## src/rtl/mem_scan_pkg.sv

```systemverilog
// Shared types and constants for the main memory scan-chain loader.
package mem_scan_pkg;

  localparam int BYTE_W  = 8;
  localparam int DEF_LEN = 64;

  typedef enum logic [1:0] {
    IDLE = 2'd0,
    LOAD = 2'd1,
    DONE = 2'd2
  } state_t;

endpackage

```

## src/rtl/scan_serializer.sv

```systemverilog
// Byte-to-bit serializer for the memory scan chain (MSB first); with SCAN_READBACK_EN
// it also deserializes scan_out into bytes as they come back from the chain.
module scan_serializer
  import mem_scan_pkg::*;
(
  input  logic              clk,
  input  logic              reset_n,
  input  logic              clear,
  input  logic              load,
  input  logic              shift,
  input  logic [BYTE_W-1:0] data,
`ifdef SCAN_READBACK_EN
  input  logic              scan_out,
  output logic [BYTE_W-1:0] rb_data,
  output logic              rb_valid,
`endif
  output logic              msb,
  output logic              have_byte,
  output logic              bit_last
);

  logic [BYTE_W-1:0] shift_reg;
  logic [2:0]        bit_cnt;

  assign msb      = shift_reg[BYTE_W-1];
  assign bit_last = (bit_cnt == 3'd7);

  // A load may coincide with the shift of the previous byte's last bit; the load wins.
  always_ff @(posedge clk or negedge reset_n) begin
    if (!reset_n) begin
      shift_reg <= '0;
      bit_cnt   <= '0;
      have_byte <= 1'b0;
    end else if (clear) begin
      bit_cnt   <= '0;
      have_byte <= 1'b0;
    end else if (load) begin
      shift_reg <= data;
      bit_cnt   <= '0;
      have_byte <= 1'b1;
    end else if (shift) begin
      shift_reg <= {shift_reg[BYTE_W-2:0], 1'b0};
      bit_cnt   <= bit_cnt + 3'd1;
      if (bit_last) have_byte <= 1'b0;
    end
  end

`ifdef SCAN_READBACK_EN
  logic [BYTE_W-1:0] rb_shift;

  always_ff @(posedge clk or negedge reset_n) begin
    if (!reset_n) begin
      rb_shift <= '0;
      rb_data  <= '0;
      rb_valid <= 1'b0;
    end else begin
      rb_valid <= 1'b0;
      if (shift) begin
        rb_shift <= {rb_shift[BYTE_W-2:0], scan_out};
        if (bit_last) begin
          rb_data  <= {rb_shift[BYTE_W-2:0], scan_out};
          rb_valid <= 1'b1;
        end
      end
    end
  end
`endif

endmodule

```

## src/rtl/mem_scan_loader.sv

```systemverilog
// Loads LEN bytes into the main memory scan chain over a valid/ready stream.
// Optional readback of the previous contents is enabled by SCAN_READBACK_EN.
module mem_scan_loader
  import mem_scan_pkg::*;
#(
  parameter int LEN   = DEF_LEN,
  parameter int CNT_W = 7
) (
  input  logic              clk,
  input  logic              reset_n,
  input  logic              start,
  input  logic              abort,
  input  logic [BYTE_W-1:0] in_data,
  input  logic              in_valid,
  output logic              in_ready,
  output logic              scan_in,
  output logic              scan_en,
  input  logic              scan_out,
  output logic              busy,
  output logic              done,
  output logic [CNT_W-1:0]  byte_cnt,
`ifdef SCAN_READBACK_EN
  output logic [BYTE_W-1:0] rb_data,
  output logic              rb_valid,
`endif
  output logic [1:0]        state_dbg
);

  // Stream handshake: a byte transfers on a rising edge where in_valid && in_ready.
  // in_ready never depends on in_valid; abort suppresses it in the same cycle.

  localparam logic [CNT_W-1:0] LEN_C = CNT_W'(LEN);

  state_t state, state_n;
  logic   have_byte, bit_last, msb;
  logic   transfer, clear, last_shift;

  assign transfer   = in_valid && in_ready;
  assign clear      = (state == IDLE) && start && !abort;
  assign last_shift = scan_en && bit_last && (byte_cnt == LEN_C) && !transfer;
  assign state_dbg  = state;

  scan_serializer u_ser (
    .clk       (clk),
    .reset_n   (reset_n),
    .clear     (clear),
    .load      (transfer),
    .shift     (scan_en),
    .data      (in_data),
`ifdef SCAN_READBACK_EN
    .scan_out  (scan_out),
    .rb_data   (rb_data),
    .rb_valid  (rb_valid),
`endif
    .msb       (msb),
    .have_byte (have_byte),
    .bit_last  (bit_last)
  );

`ifndef SCAN_READBACK_EN
  logic unused_scan_out;
  assign unused_scan_out = scan_out;
`endif

  always_ff @(posedge clk or negedge reset_n) begin
    if (!reset_n) state <= IDLE;
    else          state <= state_n;
  end

  always_comb begin
    state_n = state;
    case (state)
      IDLE:    if (clear) state_n = LOAD;
      LOAD: begin
        if (abort)           state_n = IDLE;
        else if (last_shift) state_n = DONE;
      end
      DONE:    state_n = IDLE;
      default: state_n = IDLE;
    endcase
  end

  always_comb begin
    busy     = 1'b0;
    done     = 1'b0;
    scan_en  = 1'b0;
    scan_in  = 1'b0;
    in_ready = 1'b0;
    case (state)
      LOAD: begin
        busy     = 1'b1;
        scan_en  = have_byte;
        scan_in  = have_byte & msb;
        in_ready = !abort && (!have_byte || bit_last) && (byte_cnt < LEN_C);
      end
      DONE:    done = 1'b1;
      default: ;
    endcase
  end

  // byte_cnt holds after abort or completion until the next start.
  always_ff @(posedge clk or negedge reset_n) begin
    if (!reset_n)      byte_cnt <= '0;
    else if (clear)    byte_cnt <= '0;
    else if (transfer) byte_cnt <= byte_cnt + 1'b1;
  end

endmodule

```

## config.mk

```make
export PLATFORM = sky130hd
export DESIGN_NAME = mem_scan_loader
export DESIGN_NICKNAME = d
export VERILOG_FILES = /design/src/rtl/mem_scan_pkg.sv /design/src/rtl/scan_serializer.sv /design/src/rtl/mem_scan_loader.sv
export SDC_FILE = /design/constraint.sdc
export NUM_CORES = 1
export LEC_CHECK = 0
export BUFFER_PORTS_ARGS = -buffer_cell sky130_fd_sc_hd__clkbuf_2
export CAP_MARGIN = 0
export CELL_PAD_IN_SITES_DETAIL_PLACEMENT = 0
export CELL_PAD_IN_SITES_GLOBAL_PLACEMENT = 2
export CORE_ASPECT_RATIO = 0.5
export CORE_UTILIZATION = 33
export DETAILED_ROUTE_END_ITERATION = 7
export PLACE_DENSITY_LB_ADDON = 0.1
export SLEW_MARGIN = 20
export SYNTH_ARGS = -nofsm -noshare
export SYNTH_HDL_FRONTEND = slang
export SYNTH_SLANG_ARGS = --single-unit
```

## constraint.sdc

```tcl
create_clock -name clk -period 3.1 [get_ports clk]
set_input_delay 0.31 -clock clk [delete_from_list [all_inputs] [get_ports clk]]
set_output_delay 0.31 -clock clk [all_outputs]
set_load 0.01 [all_outputs]
```

# After elaboration in Yosys (flattened, before gate mapping)
# Index checks and enable logic that the tools add are counted.
# classes
add_sub_neg	2
n_lt_le_gt_ge	1
eq_ne	6
n_mux	20
n_bitwise	2
n_reduce_logical	20
# op_table
operator	n
$mux W8	2
$mux W7	2
$mux W1	9
$mux W3	3
$logic_and A1 B1 Y1	8
$add A7 B1 Y7 const B	1
$eq A7 B7 Y1 const B	1
$lt A7 B7 Y1 const B	1
$mux W2	3
$reduce_and A2 Y1	3
$reduce_bool A3 Y1	2
$pmux W2 S2	1
$reduce_bool A2 Y1	2
$add A3 B1 Y3 const B	1
$eq A3 B3 Y1 const B	1
$logic_not A1 Y1	3
$ne A3 B3 Y1 const B	1
$eq A2 B1 Y1 const B	1
$eq A2 B2 Y1 const B	1
$logic_not A2 Y1	1
$ne A2 B2 Y1 const B	1
$and A1 B1 Y1	1
$logic_or A1 B1 Y1	1
$not A1 Y1	1
# totals
regBits	21
input_bits	14
output_inout_bits	14
word_cells	56

# Longest topological paths before layout
# logic_depth
ltp_word	11
ltp_mapped	7
ltp_nobuf	6

# Cells and area by module
# From an unflattened synthesis, not the netlist that was laid out.
# hier_totals
cells_unflattened	120
area_unflattened_um2	1196.1
# by_module_without_submodules
mod	n_inst	cells_per_inst	area_each_um2	seq_area_each_um2
scan_serializer	1	60	621.8	300.3
mem_scan_loader	1	60	574.3	225.2

# Worst setup path after synthesis
# OpenSTA, ideal clock, no wires.
# synth_timing
path_kind	flip-flop to flip-flop
start	register byte_cnt[6]
end	register byte_cnt[5]
setup_ns	0.078
arrival_time_ns	2.087
required_time_ns	3.022
setup_slack_ns	0.936
stages_incl_launch_ff	6
n_path_buf	1
period_less_slack_ns	2.164
cell_sequence	dfrtp_1 or4b_4 or3b_1 buf_6 or4_1 a21oi_1
# synth_between
elab_chain_len	5
# synth_rtl
item	line_no	rtl
start: declaration	mem_scan_loader.sv:21	output logic [CNT_W-1:0] byte_cnt,
start signal: assignment	mem_scan_loader.sv:105	else if (transfer) byte_cnt <= byte_cnt + 1'b1;
$lt A7 B7 Y1	mem_scan_loader.sv:94	in_ready = !abort && (!have_byte || bit_last) && (byte_cnt < LEN_C);
$logic_and A1 B1 Y1	mem_scan_loader.sv:94	
$mux W1	mem_scan_loader.sv:89	case (state)
$logic_and A1 B1 Y1	mem_scan_loader.sv:38	assign transfer = in_valid && in_ready;
$reduce_bool A2 Y1 (no line)	--	
# Every way passes these cells.
# A chain may end at the register's enable or synchronous reset.

# Final worst setup path
# Same ends and word-level chain as after synthesis.

==> results.yml <==
status:
  status: "completed"
cts:
  clock-root-buffer: "clkbuf_8"
  cts_buffers: 3
  cts.repair.resized: 0
  cts_hold_buf: 0
  cts.sinks: 21
  clockBufferDepth: 2
  insertion_delay_ns: 0.26
  cts_tree: "yes"
  clk_pin_slew_worst_paths_ns: 0.08
  cts_setup_buffers: 0
  cts.htree.levels: 1
grt:
  grt_pass1_wl_um: 3630
  grt_util_all_layers_pct: 14.3
  antenna_found_initial: 0
  grt.overflow.total: 0
  first_global_vias: 769
  grt_max_degree: 22
route:
  ant_nets: 0
  wl_per_cell_um: 12.1
  via_count: 830
  drt_first_pass_iters: 4
  viasPerCell: 4.72
  wl_um: 2130
  drc_errors: 0
  drt_iter0_drc: 101
place:
  gp_congestion: 0.701
  dp.cells: 172
  io_buffers: 26
  dp_slack_ns: 0.828
  dp_hpwl_um: 1550
yosys:
  synth_mux_area_share_pct: 6.65
  yosys.area_share.simple_pct: 22.9
  synth_area_mm2: 0.00105
  synth_edf_count: 0
  synth_xor_area_share_pct: 2.49
  synth_top_area_share_pct: 49.9
  synthArstFlopShare_pct: 100
  synth-compound-area-share_pct: 9.74
  synth_most_common_cell: "dfrtp_1"
  synth_flop_cell: "dfrtp_1"
  syn_inst: 108
  synth_adder_area_share_pct: 4.75
  yosysSeqAreaShare_pct: 49.9
  yosysWarnings: 0
  yosys-top-cells-count: "dfrtp_1 (21), nand2_1 (20), o21ai_0 (8), mux2i_1 (7), nor2_1 (7)"
  syn-num-nets: 126
  ys_types: 28
  synth_top_area_cell: "dfrtp_1"
  synth_area_per_cell_um2: 9.75
  synth_top_family_by_area: "simple AND/OR/NAND/NOR gates"
  synth-seq-cells: 21
  ys_top_cells_by_area: "dfrtp_1 (50%), nand2_1 (7.1%), mux2i_1 (6.7%)"
sta:
  slew_headroom_pct: 63.4
  slew_viol_final: 0
  setup_tns_ns: 0
  setup_viol: 0
  tightest_slew_ns: 0.549
  fin_worst_skew_ns: 0.0111
  fmax_mhz: 444
  rsz0062_at_grt: "no"
  layout_setup_ws_ns: 0.849
  finalHoldViolCount: 0
  post-route-period-util_pct: 72.6
  layout_min_cycle_time_ns: 2.25
die:
  dieArea_mm2: 0.00344
  die_h_um: 42.0
  chipWidth_um: 81.9
  rows: 14
  core_mm2: 0.00301
  ios: 28
  start_util_pct: 35.0
setup_path:
  start_kind: "flop"
  path_class: "flop to flop"
  path_max_fanout: 9
  cp.arrival_ns: 2.45
  critPathCaptureType: "flop"
  required_ns: 3.29
worst_hold_path:
  hold_class: "input port to asynchronous set/reset pin"
job:
  drv_cap: 0
pwr:
  power.density_mw_per_mm2: 563
  p_total_mw: 0.716
  max-vdd-ir-drop_v: 0.000247
  leakage_nw: 0.664
finish:
  largest_register_ff_count: 8
  stdcell_count: 176
  n_antenna_cell: 0
  finalCoreUtilization_pct: 42.2
  drive_above_1_share_pct: 25.0
  area_delta_synth_final_pct: 20.7
  fin_nets: 155
  fillers: 317
where the power goes:
group          switching, mW  total (mW)  internal [mW]
logic                 0.0794       0.151         0.0715
registers             0.0427       0.383          0.340
clock network         0.0903       0.182         0.0916
final timing paths:
kind | from | depth (start not counted) | slack (ns) | endpoint
min in group clk | in_data[0] | 3 | 0.23 | u_ser.shift_reg[0]
max in group asynchronous | reset_n | 1 | 2.71 | u_ser.bit_cnt[2]
max reg2reg | byte_cnt[6] | 4 | 0.85 | byte_cnt[5]
max | byte_cnt[6] | 4 | 0.85 | byte_cnt[5]
min | reset_n | 1 | 0.02 | u_ser.shift_reg[0]
min reg2reg | u_ser.shift_reg[0] | 2 | 0.52 | u_ser.shift_reg[0]
stage by stage:
| step | hold slack, ns | cell area, µm² |
|---|---|---|
| 2_1_floorplan | 0.0144 | 1050 |
| 3_3_place_gp | 0.327 | 1230 |
| 3_5_place_dp | 0.321 | 1230 |
| 4_1_cts | 0.0340 | 1270 |
| 5_1_grt | 0.0620 | 1270 |
| 6_report | 0.0175 | 1270 |
cell families after synthesis:
family                     after synthesis
xor gates and xnor gates                 3
buffers and inverters                    8
DFF                                     21
and+or+nand+nor                         47
AOI/OAI and AO/OA                       18
muxes                                    7
adders and majority gates                4
placed cells by master, fill, tap and decap left out:
cell type	instances
and3_1	1
ha_1	4
clkbuf_1	1
and2b_2	1
nand3_1	5
o31ai_1	4
o21ai_0	8
nor3_1	1
dfrtp_1	21
nor4b_1	1
clkbuf_8	3
nor3b_1	1
buf_4	2
or4b_2	1
nor2_1	7
nor4_1	2
nand2_1	20
xnor2_1	2
nor2b_1	2
mux2i_1	7
or4_1	2
nand4_1	1
or3b_1	1
a21oi_1	5
or4b_4	1
o211ai_1	1
inv_1	4
xor2_1	1
clkbuf_2	26
final cells by class:
| class | count | area (µm²) | share of cell area, % |
|---|---|---|---|
| clock buffer | 4 | 45.0 | 3.54 |
| inverter | 4 | 15.0 | 1.18 |
| multi-input combinational | 79 | 490 | 38.6 |
| sequential | 21 | 526 | 41.3 |
| tap | 40 | 50.0 | 3.94 |
| timing repair buffer | 28 | 145 | 11.4 |
worst max-delay path, cell delays in order (launching register included):
cell	delay (ns)
dfrtp_1	0.43
or4b_4	0.56
or3b_1	0.51
or4_1	0.53
a21oi_1	0.15
routing by layer:
layer  wire length [µm]  GRT usage [%]
met5                  0              0
met4                  0           1.05
met3                109           6.15
met2                871           20.3
met1               1150           20.7
(Power assumes the default switching activity.)
